[config.mk]
export PLATFORM = sky130hd
export DESIGN_NAME = alu_seq
export DESIGN_NICKNAME = d
export VERILOG_FILES = /design/src/rtl/alu_seq_pkg.sv /design/src/rtl/alu_mul_seq.sv /design/src/rtl/alu_seq.sv
export SDC_FILE = /design/constraint.sdc
export NUM_CORES = 1
export LEC_CHECK = 0
export ABC_CLOCK_PERIOD_IN_PS = 3600
export CAP_MARGIN = 5
export CORE_ASPECT_RATIO = 1.2
export CORE_MARGIN = 1.5
export CORE_UTILIZATION = 45
export DETAILED_ROUTE_END_ITERATION = 10
export PLACE_DENSITY = 0.76
export SYNTH_ARGS = -nofsm -noshare
export SYNTH_HDL_FRONTEND = slang
export SYNTH_HIERARCHICAL = 1
export SYNTH_SLANG_ARGS = --single-unit
[constraint.sdc]
create_clock -name clk -period 3.6 [get_ports clk]
set_input_delay 0.54 -clock clk [delete_from_list [all_inputs] [get_ports clk]]
set_output_delay 0.54 -clock clk [all_outputs]
set_load 0.02 [all_outputs]
[src/rtl/alu_seq_pkg.sv]
// Shared definitions for the sequential ALU: opcode encodings and FSM states.
// Imported by the ALU top, its multiplier and the decoder/bench side.
package alu_seq_pkg;

    localparam logic [3:0] OP_ADD  = 4'd0;
    localparam logic [3:0] OP_SUB  = 4'd1;
    localparam logic [3:0] OP_NOT  = 4'd2;
    localparam logic [3:0] OP_AND  = 4'd3;
    localparam logic [3:0] OP_OR   = 4'd4;
    localparam logic [3:0] OP_XOR  = 4'd5;
    localparam logic [3:0] OP_SLT  = 4'd6;
    localparam logic [3:0] OP_EQ   = 4'd7;
    localparam logic [3:0] OP_SLL  = 4'd8;
    localparam logic [3:0] OP_SRL  = 4'd9;
    localparam logic [3:0] OP_SRA  = 4'd10;
    localparam logic [3:0] OP_MUL  = 4'd11;
    localparam logic [3:0] OP_SLTU = 4'd12;

    typedef enum logic [1:0] {
        S_IDLE = 2'd0,
        S_MUL  = 2'd1,
        S_DONE = 2'd2
    } state_e;

    function automatic logic op_is_legal(input logic [3:0] op);
        return op <= OP_SLTU;
    endfunction

endpackage

[src/rtl/alu_mul_seq.sv]
// Shift-add unsigned multiplier: one partial-product step per cycle, N steps.
// The first step is folded into the start cycle so the product is ready N cycles after start.
module alu_mul_seq #(
    parameter int unsigned N = 4
) (
    input  logic           clk,
    input  logic           rst_n,
    input  logic           start,
    input  logic [N-1:0]   a,
    input  logic [N-1:0]   b,
    output logic           done,
    output logic [2*N-1:0] prod
);

    localparam int unsigned CW = $clog2(N);
    localparam logic [CW-1:0] LAST_STEP = CW'(N - 1);

    logic           busy;
    logic [CW-1:0]  step;
    logic [2*N-1:0] acc;
    logic [2*N-1:0] mcand;
    logic [N-1:0]   mplier;

    always_ff @(posedge clk or negedge rst_n) begin
        if (!rst_n) begin
            busy   <= 1'b0;
            done   <= 1'b0;
            step   <= '0;
            acc    <= '0;
            mcand  <= '0;
            mplier <= '0;
        end else begin
            done <= 1'b0;
            if (busy) begin
                if (mplier[0])
                    acc <= acc + mcand;
                mcand  <= mcand << 1;
                mplier <= mplier >> 1;
                step   <= step + 1'b1;
                if (step == LAST_STEP) begin
                    busy <= 1'b0;
                    done <= 1'b1;
                end
            end else if (start) begin
                // step 0 happens here: bit 0 of b selects the unshifted multiplicand
                acc    <= b[0] ? {{N{1'b0}}, a} : '0;
                mcand  <= {{N{1'b0}}, a} << 1;
                mplier <= b >> 1;
                step   <= CW'(1);
                busy   <= 1'b1;
            end
        end
    end

    assign prod = acc;

endmodule

[src/rtl/alu_seq.sv]
// Clocked, handshaked ALU: single-cycle ops complete the cycle after accept,
// MUL runs on the shift-add multiplier. One operation in flight at a time.
module alu_seq
    import alu_seq_pkg::*;
#(
    parameter int unsigned N = 4
) (
    input  logic         clk,
    input  logic         rst_n,
    input  logic         in_valid,
    output logic         in_ready,
    input  logic [3:0]   op,
    input  logic [N-1:0] a,
    input  logic [N-1:0] b,
    output logic         out_valid,
    input  logic         out_ready,
    output logic [N-1:0] result,
    output logic         carry,
    output logic         overflow,
    output logic         zero,
    output logic         illegal
);

    localparam int unsigned SHW = $clog2(N);

    state_e state;

    logic           accept;
    logic           mul_start;
    logic           mul_done;
    logic [2*N-1:0] mul_prod;

    logic [N:0]        sum_ext;
    logic [N:0]        diff_ext;
    logic              add_ovf;
    logic              sub_ovf;
    logic [SHW-1:0]    shamt;
    logic [N:0]        sll_ext;
    logic [N:0]        srl_ext;
    logic signed [N:0] sra_in;
    logic [N:0]        sra_ext;

    logic [N-1:0] dp_result;
    logic         dp_carry;
    logic         dp_ovf;
    logic         dp_illegal;

    assign in_ready  = (state == S_IDLE) && !out_valid;
    assign accept    = in_valid && in_ready;
    assign mul_start = accept && (op == OP_MUL);

    alu_mul_seq #(
        .N(N)
    ) u_mul (
        .clk   (clk),
        .rst_n (rst_n),
        .start (mul_start),
        .a     (a),
        .b     (b),
        .done  (mul_done),
        .prod  (mul_prod)
    );

    always_comb begin
        sum_ext  = {1'b0, a} + {1'b0, b};
        diff_ext = {1'b0, a} + {1'b0, ~b} + {{N{1'b0}}, 1'b1};
        add_ovf  = (a[N-1] == b[N-1]) && (sum_ext[N-1] != a[N-1]);
        sub_ovf  = (a[N-1] != b[N-1]) && (diff_ext[N-1] != a[N-1]);

        // Shifts run on an N+1 bit field so the extra bit catches the last bit shifted out
        shamt   = b[SHW-1:0];
        sll_ext = {1'b0, a} << shamt;
        srl_ext = {a, 1'b0} >> shamt;
        sra_in  = {a, 1'b0};
        sra_ext = sra_in >>> shamt;

        dp_result  = '0;
        dp_carry   = 1'b0;
        dp_ovf     = 1'b0;
        dp_illegal = !op_is_legal(op);

        case (op)
            OP_ADD: begin
                dp_result = sum_ext[N-1:0];
                dp_carry  = sum_ext[N];
                dp_ovf    = add_ovf;
            end
            OP_SUB: begin
                dp_result = diff_ext[N-1:0];
                dp_carry  = diff_ext[N];
                dp_ovf    = sub_ovf;
            end
            OP_NOT: dp_result = ~a;
            OP_AND: dp_result = a & b;
            OP_OR:  dp_result = a | b;
            OP_XOR: dp_result = a ^ b;
            OP_SLT: begin
                dp_result = {{(N-1){1'b0}}, diff_ext[N-1] ^ sub_ovf};
                dp_carry  = diff_ext[N];
                dp_ovf    = sub_ovf;
            end
            OP_EQ: begin
                dp_result = {{(N-1){1'b0}}, a == b};
                dp_carry  = diff_ext[N];
                dp_ovf    = sub_ovf;
            end
            OP_SLL: begin
                dp_result = sll_ext[N-1:0];
                dp_carry  = sll_ext[N];
            end
            OP_SRL: begin
                dp_result = srl_ext[N:1];
                dp_carry  = srl_ext[0];
            end
            OP_SRA: begin
                dp_result = sra_ext[N:1];
                dp_carry  = sra_ext[0];
            end
            OP_SLTU: begin
                dp_result = {{(N-1){1'b0}}, a < b};
                dp_carry  = diff_ext[N];
            end
            default: ;
        endcase
    end

    always_ff @(posedge clk or negedge rst_n) begin
        if (!rst_n) begin
            state     <= S_IDLE;
            out_valid <= 1'b0;
            result    <= '0;
            carry     <= 1'b0;
            overflow  <= 1'b0;
            zero      <= 1'b0;
            illegal   <= 1'b0;
        end else begin
            case (state)
                S_IDLE: begin
                    if (accept) begin
                        if (op == OP_MUL) begin
                            state <= S_MUL;
                        end else begin
                            result    <= dp_result;
                            carry     <= dp_carry;
                            overflow  <= dp_ovf;
                            zero      <= (dp_result == '0);
                            illegal   <= dp_illegal;
                            out_valid <= 1'b1;
                            state     <= S_DONE;
                        end
                    end
                end
                S_MUL: begin
                    if (mul_done) begin
                        result    <= mul_prod[N-1:0];
                        carry     <= |mul_prod[2*N-1:N];
                        overflow  <= 1'b0;
                        zero      <= (mul_prod[N-1:0] == '0);
                        illegal   <= 1'b0;
                        out_valid <= 1'b1;
                        state     <= S_DONE;
                    end
                end
                S_DONE: begin
                    if (out_ready) begin
                        out_valid <= 1'b0;
                        state     <= S_IDLE;
                    end
                end
                default: state <= S_IDLE;
            endcase
        end
    end

endmodule

# Word-level counts from Yosys, hierarchy flattened
# Index checks and enable logic that the tools add are counted.
# W data, S select, Z words.
[word_totals] reg_bits=35 inputBits=16 out_inout_bits=10 wordCells=122
[classes] add_sub_neg=5 order_cmp=2 n_eq_ne=25 shifts=3 mux=47 n_bitwise=6 n_reduce_logical=21
[ops] cell="$pmux W4 S12" n=1
[ops] cell="$mux W8" n=5
[ops] cell="$mux W4" n=6
[ops] cell="$eq A4 B4 Y1 const B" n=5
[ops] cell="$mux W1" n=20
[ops] cell="$eq A4 B3 Y1 const B" n=4
[ops] cell="$logic_not A4 Y1" n=3
[ops] cell="$mux W2" n=6
[ops] cell="$add A4 B4 Y5" n=2
[ops] cell="$pmux W1 S2" n=5
[ops] cell="$add A8 B8 Y8" n=1
[ops] cell="$eq A4 B2 Y1 const B" n=2
[ops] cell="$ne A2 B2 Y1 const B" n=4
[ops] cell="$not A4 Y4" n=2
[ops] cell="$pmux W4 S2" n=1
[ops] cell="$reduce_or A4 Y1" n=2
[ops] cell="$pmux W2 S3" n=1
[ops] cell="$add A5 B1 Y5 const B" n=1
[ops] cell="$logic_and A1 B1 Y1" n=5
[ops] cell="$pmux W1 S5" n=1
[ops] cell="$reduce_and A5 Y1" n=1
[ops] cell="$shl A4 B2 Y5" n=1
[ops] cell="$shr A5 B2 Y5" n=1
[ops] cell="$sshr A5 B2 Y5" n=1
[ops] cell="23 further kinds" n=28

# Logic depth before layout (Yosys ltp)
[depth] ltp_word=11 mapped_depth=14 ltp_nobuf=13

# Modules after synthesis
# Netlist, hierarchy kept.
[modules_own_cells] module="alu_seq" instances=1 cells_each=212 area_per_inst_um2=1735.4 seq_area_each_um2=275.3
[modules_own_cells] module="alu_mul_seq" instances=1 cells_each=116 area_per_inst_um2=1157.4 seq_area_each_um2=550.5

# Least setup slack after synthesis
# No wires, ideal clock.
[synth_timing] path_kind="input to register" from="input b[1]" to="register zero" setup_time_ps=66 arrival_time_ps=2746 t_required_ps=3534 path_slack_ps=788 path_stages=14 path_buffers=1 path_cell_list="buf_6 inv_1 ha_1 nor2_1 nor2_1 nor2_1 nor2_1 fa_1 nor3b_1 o21ai_1 nand4_1 a211oi_1 nor4b_4 a221o_1"
[synth_via] elab_chain_len=11 elab_cells_between_ends=20 cone_classes="add/sub (3); order compare (1); eq/ne (2); shift (3); mux (4); bitwise (5); reduce/logical (2)"
[synth_lines] element="start: declaration" line="alu_seq.sv:14" source="input logic [N-1:0] b,"
[synth_lines] element="$not A4 Y4" line="alu_seq.sv:66" source="diff_ext = {1'b0, a} + {1'b0, ~b} + {{N{1'b0}}, 1'b1};"
[synth_lines] element="$add A4 B4 Y5" line="alu_seq.sv:66"
[synth_lines] element="$add A5 B1 Y5" line="alu_seq.sv:66"
[synth_lines] element="$ne A1 B1 Y1" line="alu_seq.sv:68" source="sub_ovf = (a[N-1] != b[N-1]) && (diff_ext[N-1] != a[N-1]);"
[synth_lines] element="$logic_and A1 B1 Y1" line="alu_seq.sv:68"
[synth_lines] element="$xor A1 B1 Y1" line="alu_seq.sv:98" source="dp_result = {{(N-1){1'b0}}, diff_ext[N-1] ^ sub_ovf};"
[synth_lines] element="$pmux W4 S12 (*)" line="alu_seq.sv:82" source="case (op)"
[synth_lines] element="$logic_not A4 Y1 (*)" line="alu_seq.sv:146" source="zero <= (dp_result == '0);"
[synth_lines] element="$mux W1 (*)" line="alu_seq.sv:140" source="if (op == OP_MUL) begin"
[synth_lines] element="$mux W1 (*)" line="alu_seq.sv:139" source="if (accept) begin"
[synth_lines] element="$pmux W1 S2 (*)" line="alu_seq.sv:137" source="case (state)"
[synth_lines] element="end signal: assignment" line="alu_seq.sv:146"
[synth_lines] element="end signal: assignment" line="alu_seq.sv:158" source="zero <= (mul_prod[N-1:0] == '0);"
[synth_lines] element="end: declaration" line="alu_seq.sv:20" source="output logic zero,"
# Every way passes the cells marked *; elsewhere a longest branch is shown, timed or not. The select of a mux whose other input is x is not followed.
# A chain may end at the register's enable or synchronous reset.

# Worst setup path after layout
[layout_timing] from="input a[1]" to="register zero"
[layout_via] elab_chain_len=10 elab_cells_between_ends=20 cone_classes="add/sub (3); order compare (1); eq/ne (2); shift (3); mux (4); bitwise (5); reduce/logical (2)"
[layout_lines] element="start: declaration" line="alu_seq.sv:13" source="input logic [N-1:0] a,"
[layout_lines] element="$add A4 B4 Y5" line="alu_seq.sv:66"
[layout_lines] element="$add A5 B1 Y5" line="alu_seq.sv:66"
[layout_lines] element="$ne A1 B1 Y1" line="alu_seq.sv:68"
[layout_lines] element="$logic_and A1 B1 Y1" line="alu_seq.sv:68"
[layout_lines] element="$xor A1 B1 Y1" line="alu_seq.sv:98"
[layout_lines] element="$pmux W4 S12 (*)" line="alu_seq.sv:82"
[layout_lines] element="$logic_not A4 Y1 (*)" line="alu_seq.sv:146"
[layout_lines] element="$mux W1 (*)" line="alu_seq.sv:140"
[layout_lines] element="$mux W1 (*)" line="alu_seq.sv:139"
[layout_lines] element="$pmux W1 S2 (*)" line="alu_seq.sv:137"
# Marks and branches as above.

==> impl_metrics.tcl <==
set metrics [dict create \
    status "finished, final reports clean" \
    power.density_mw_per_mm2 517 \
    synth-main-ff-cell "dfrtp_1" \
    grt_max_degree 34 \
    routedWlPerCell_um 15.3 \
    clk_path_buf_depth 2 \
    ys_types 71 \
    dp.final_hpwl_mm 5.19 \
    antenna_left 0 \
    hold_buffers 0 \
    cts.sinks 33 \
    ys_top_cells_by_count "33 x dfrtp_1, 27 x nor2_1, 25 x nand2_1" \
    synth_cells 328 \
    synth_area_mm2 0.00289 \
    async_flop_share 1.00 \
    wirelength_mm 6.75 \
    synth-edff-count 0 \
    yosysMostFrequentCell "dfrtp_1" \
    route.detailed.drc 0 \
    cp-end-kind "flop" \
    yosys_warnings 6 \
    cts_setup_buffers 0 \
    use_met2 0.346 \
    diodes 0 \
    insertion_delay_ns 0.28 \
    cts_tree "built" \
    synth_seq_area_share 0.285 \
    worst_slew_pin_slew_ns 0.648 \
    finalHoldViolations 0 \
    port_buffers 25 \
    htreeDepth 2 \
    dp_slack_ns 0.225 \
    grt_overflow 0 \
    grt_usage 0.206 \
    top_usage_layer "met2" \
    critical_path_required_ns 3.82 \
    start_util 0.472 \
    period_minus_slack_ns 3.10 \
    synth_area_leaders "dfrtp_1 29%, ha_1 8.7%, mux2i_1 4.2%" \
    rows 31 \
    root_buffer "clkbuf_8" \
    holdCritPathClass "flop to flop" \
    drv_cap 0 \
    grt_first_pass_wirelength_mm 11.6 \
    finClkSkew_ns 0.00535 \
    synth_fp_nets 368 \
    rsz0062_at_grt "no" \
    cp.arrival_ns 3.31 \
    finalCritPeriodShare 0.860 \
    antenna_found_initial 0 \
    ys_ff_latch 33 \
    synth_top_area_share 0.285 \
    first_pass_iters 4 \
    numCtsBuffers 5 \
    fp.dieW_um 76.2 \
    synth_area_leader_cell "dfrtp_1" \
    relSlewSlack 0.568 \
    setup_slack_ns 0.505 \
    cts_resized 0 \
    utilization 0.546 \
    grt_pass1_vias 2414 \
    power.total_w 0.00173 \
    cts.reportedPaths.clkPinSlew_ns 0.06 \
    die-area_mm2 0.00692 \
    drv_slew 0 \
    coreArea_mm2 0.00613 \
    fillCellCount 578 \
    drt-initial-drc-count 328 \
    viasPerCell 5.79 \
    drive_above_1_share 0.119 \
    via_count 2560 \
    setup_tns_ns 0 \
    io_pins 26 \
    cp-start-kind "input pin" \
    fmax_ghz 0.323 \
    path_max_fanout 4 \
    fin_nets 399 \
    area_growth_pct 15.7 \
    gp_congestion 0.924 \
    peakVddDrop_v 0.000518 \
    final-setup-viol-count 0 \
    met1_usage 0.273 \
    die_y_um 90.8 \
    grt_use_met3 0.0323 \
    p_leak_nw 1.46 \
    crit_type "input pin to flop" \
    synth.avg_cell_area_um2 8.82 \
]
==> state kept, by name, indices dropped and copies added (netlist names), 2 cells and up <==
name          count
u_mul/mplier      3
u_mul/step        2
result            4
state             2
u_mul/mcand       7
u_mul/prod        8
==> power breakdown <==
part / switching [W] / internal [W] / leakage (nW)
registers: 0.000156 / 0.000506 / 0.427
logic: 0.000405 / 0.000364 / 0.980
clock network: 0.000125 / 0.000173 / 0.0542
total: 0.000687 / 0.00104 / 1.46
==> layer usage <==
layer | wire (um) | part of all wire
met4 | 163 | 0.024
met5 | 0 | 0
met2 | 3180 | 0.47
met1 | 3130 | 0.46
met3 | 269 | 0.040
==> layout by cell type, fill, tap and decap left out, types with 7 or more instances in the layout <==
master | Yosys | layout
nor2_1 | 27 | 27
dfrtp_1 | 33 | 33
nor3_1 | 16 | 16
inv_1 | 18 | 18
nand2b_1 | 13 | 13
o21ai_0 | 23 | 23
buf_4 | 5 | 17
mux2i_1 | 12 | 12
ha_1 | 20 | 20
clkdlybuf4s50_1 | 0 | 25
clkbuf_8 | 0 | 7
a21oi_1 | 17 | 17
nand2_1 | 25 | 25
==> final timing paths <==
check	startpoint	end	slack, ns	cells past startpoint
worst min register to register	overflow	overflow	0.48	1
worst min-delay path	overflow	overflow	0.48	1
worst max register to register	state[0]	zero	1.71	6
min in group asynchronous	rst_n	u_mul/busy	0.65	2
max in group asynchronous	rst_n	state[1]	2.64	2
worst max-delay path	a[1]	zero	0.50	14
==> layout make-up <==
class | count | area, um2 | area share
Multi-Input combinational cell | 258 | 1870 | 0.558
Tap cell | 82 | 103 | 0.0307
Clock buffer | 7 | 96.3 | 0.0288
Inverter | 19 | 71.3 | 0.0213
Clock inverter | 1 | 5.00 | 0.00150
Sequential cell | 33 | 826 | 0.247
Timing Repair Buffer | 42 | 378 | 0.113
==> logic make-up after synthesis <==
| logic type | share of synthesized area |
|---|---|
| simple gates | 0.237 |
| xor+xnor | 0.0182 |
| compound gates | 0.212 |
| mux | 0.0623 |
| buf+inv | 0.0714 |
| flops | 0.285 |
| fa+ha+maj | 0.114 |
==> through the flow <==
stage | hold WS (ns) | std cells | instance area [um2]
6_report | 0.476 | 442 | 3350
5_1_grt | 0.499 | 442 | 3350
4_1_cts | 0.483 | 442 | 3350
3_5_place_dp | 0.470 | 434 | 3240
3_3_place_gp | 0.462 | 434 | 3240
2_1_floorplan | 0.244 | 328 | 2890
==> worst max-delay path: stages <==
cell,delay (ns)
clkdlybuf4s50_1,0.48
inv_1,0.07
ha_1,0.34
nor2_1,0.12
nor2_1,0.04
nor2_1,0.08
nor2_1,0.06
fa_1,0.52
nor3b_1,0.06
o21ai_1,0.13
nand4_1,0.10
a211oi_1,0.34
nor4b_4,0.25
a221o_1,0.17
No activity file was read; power rests on OpenSTA's default activity.
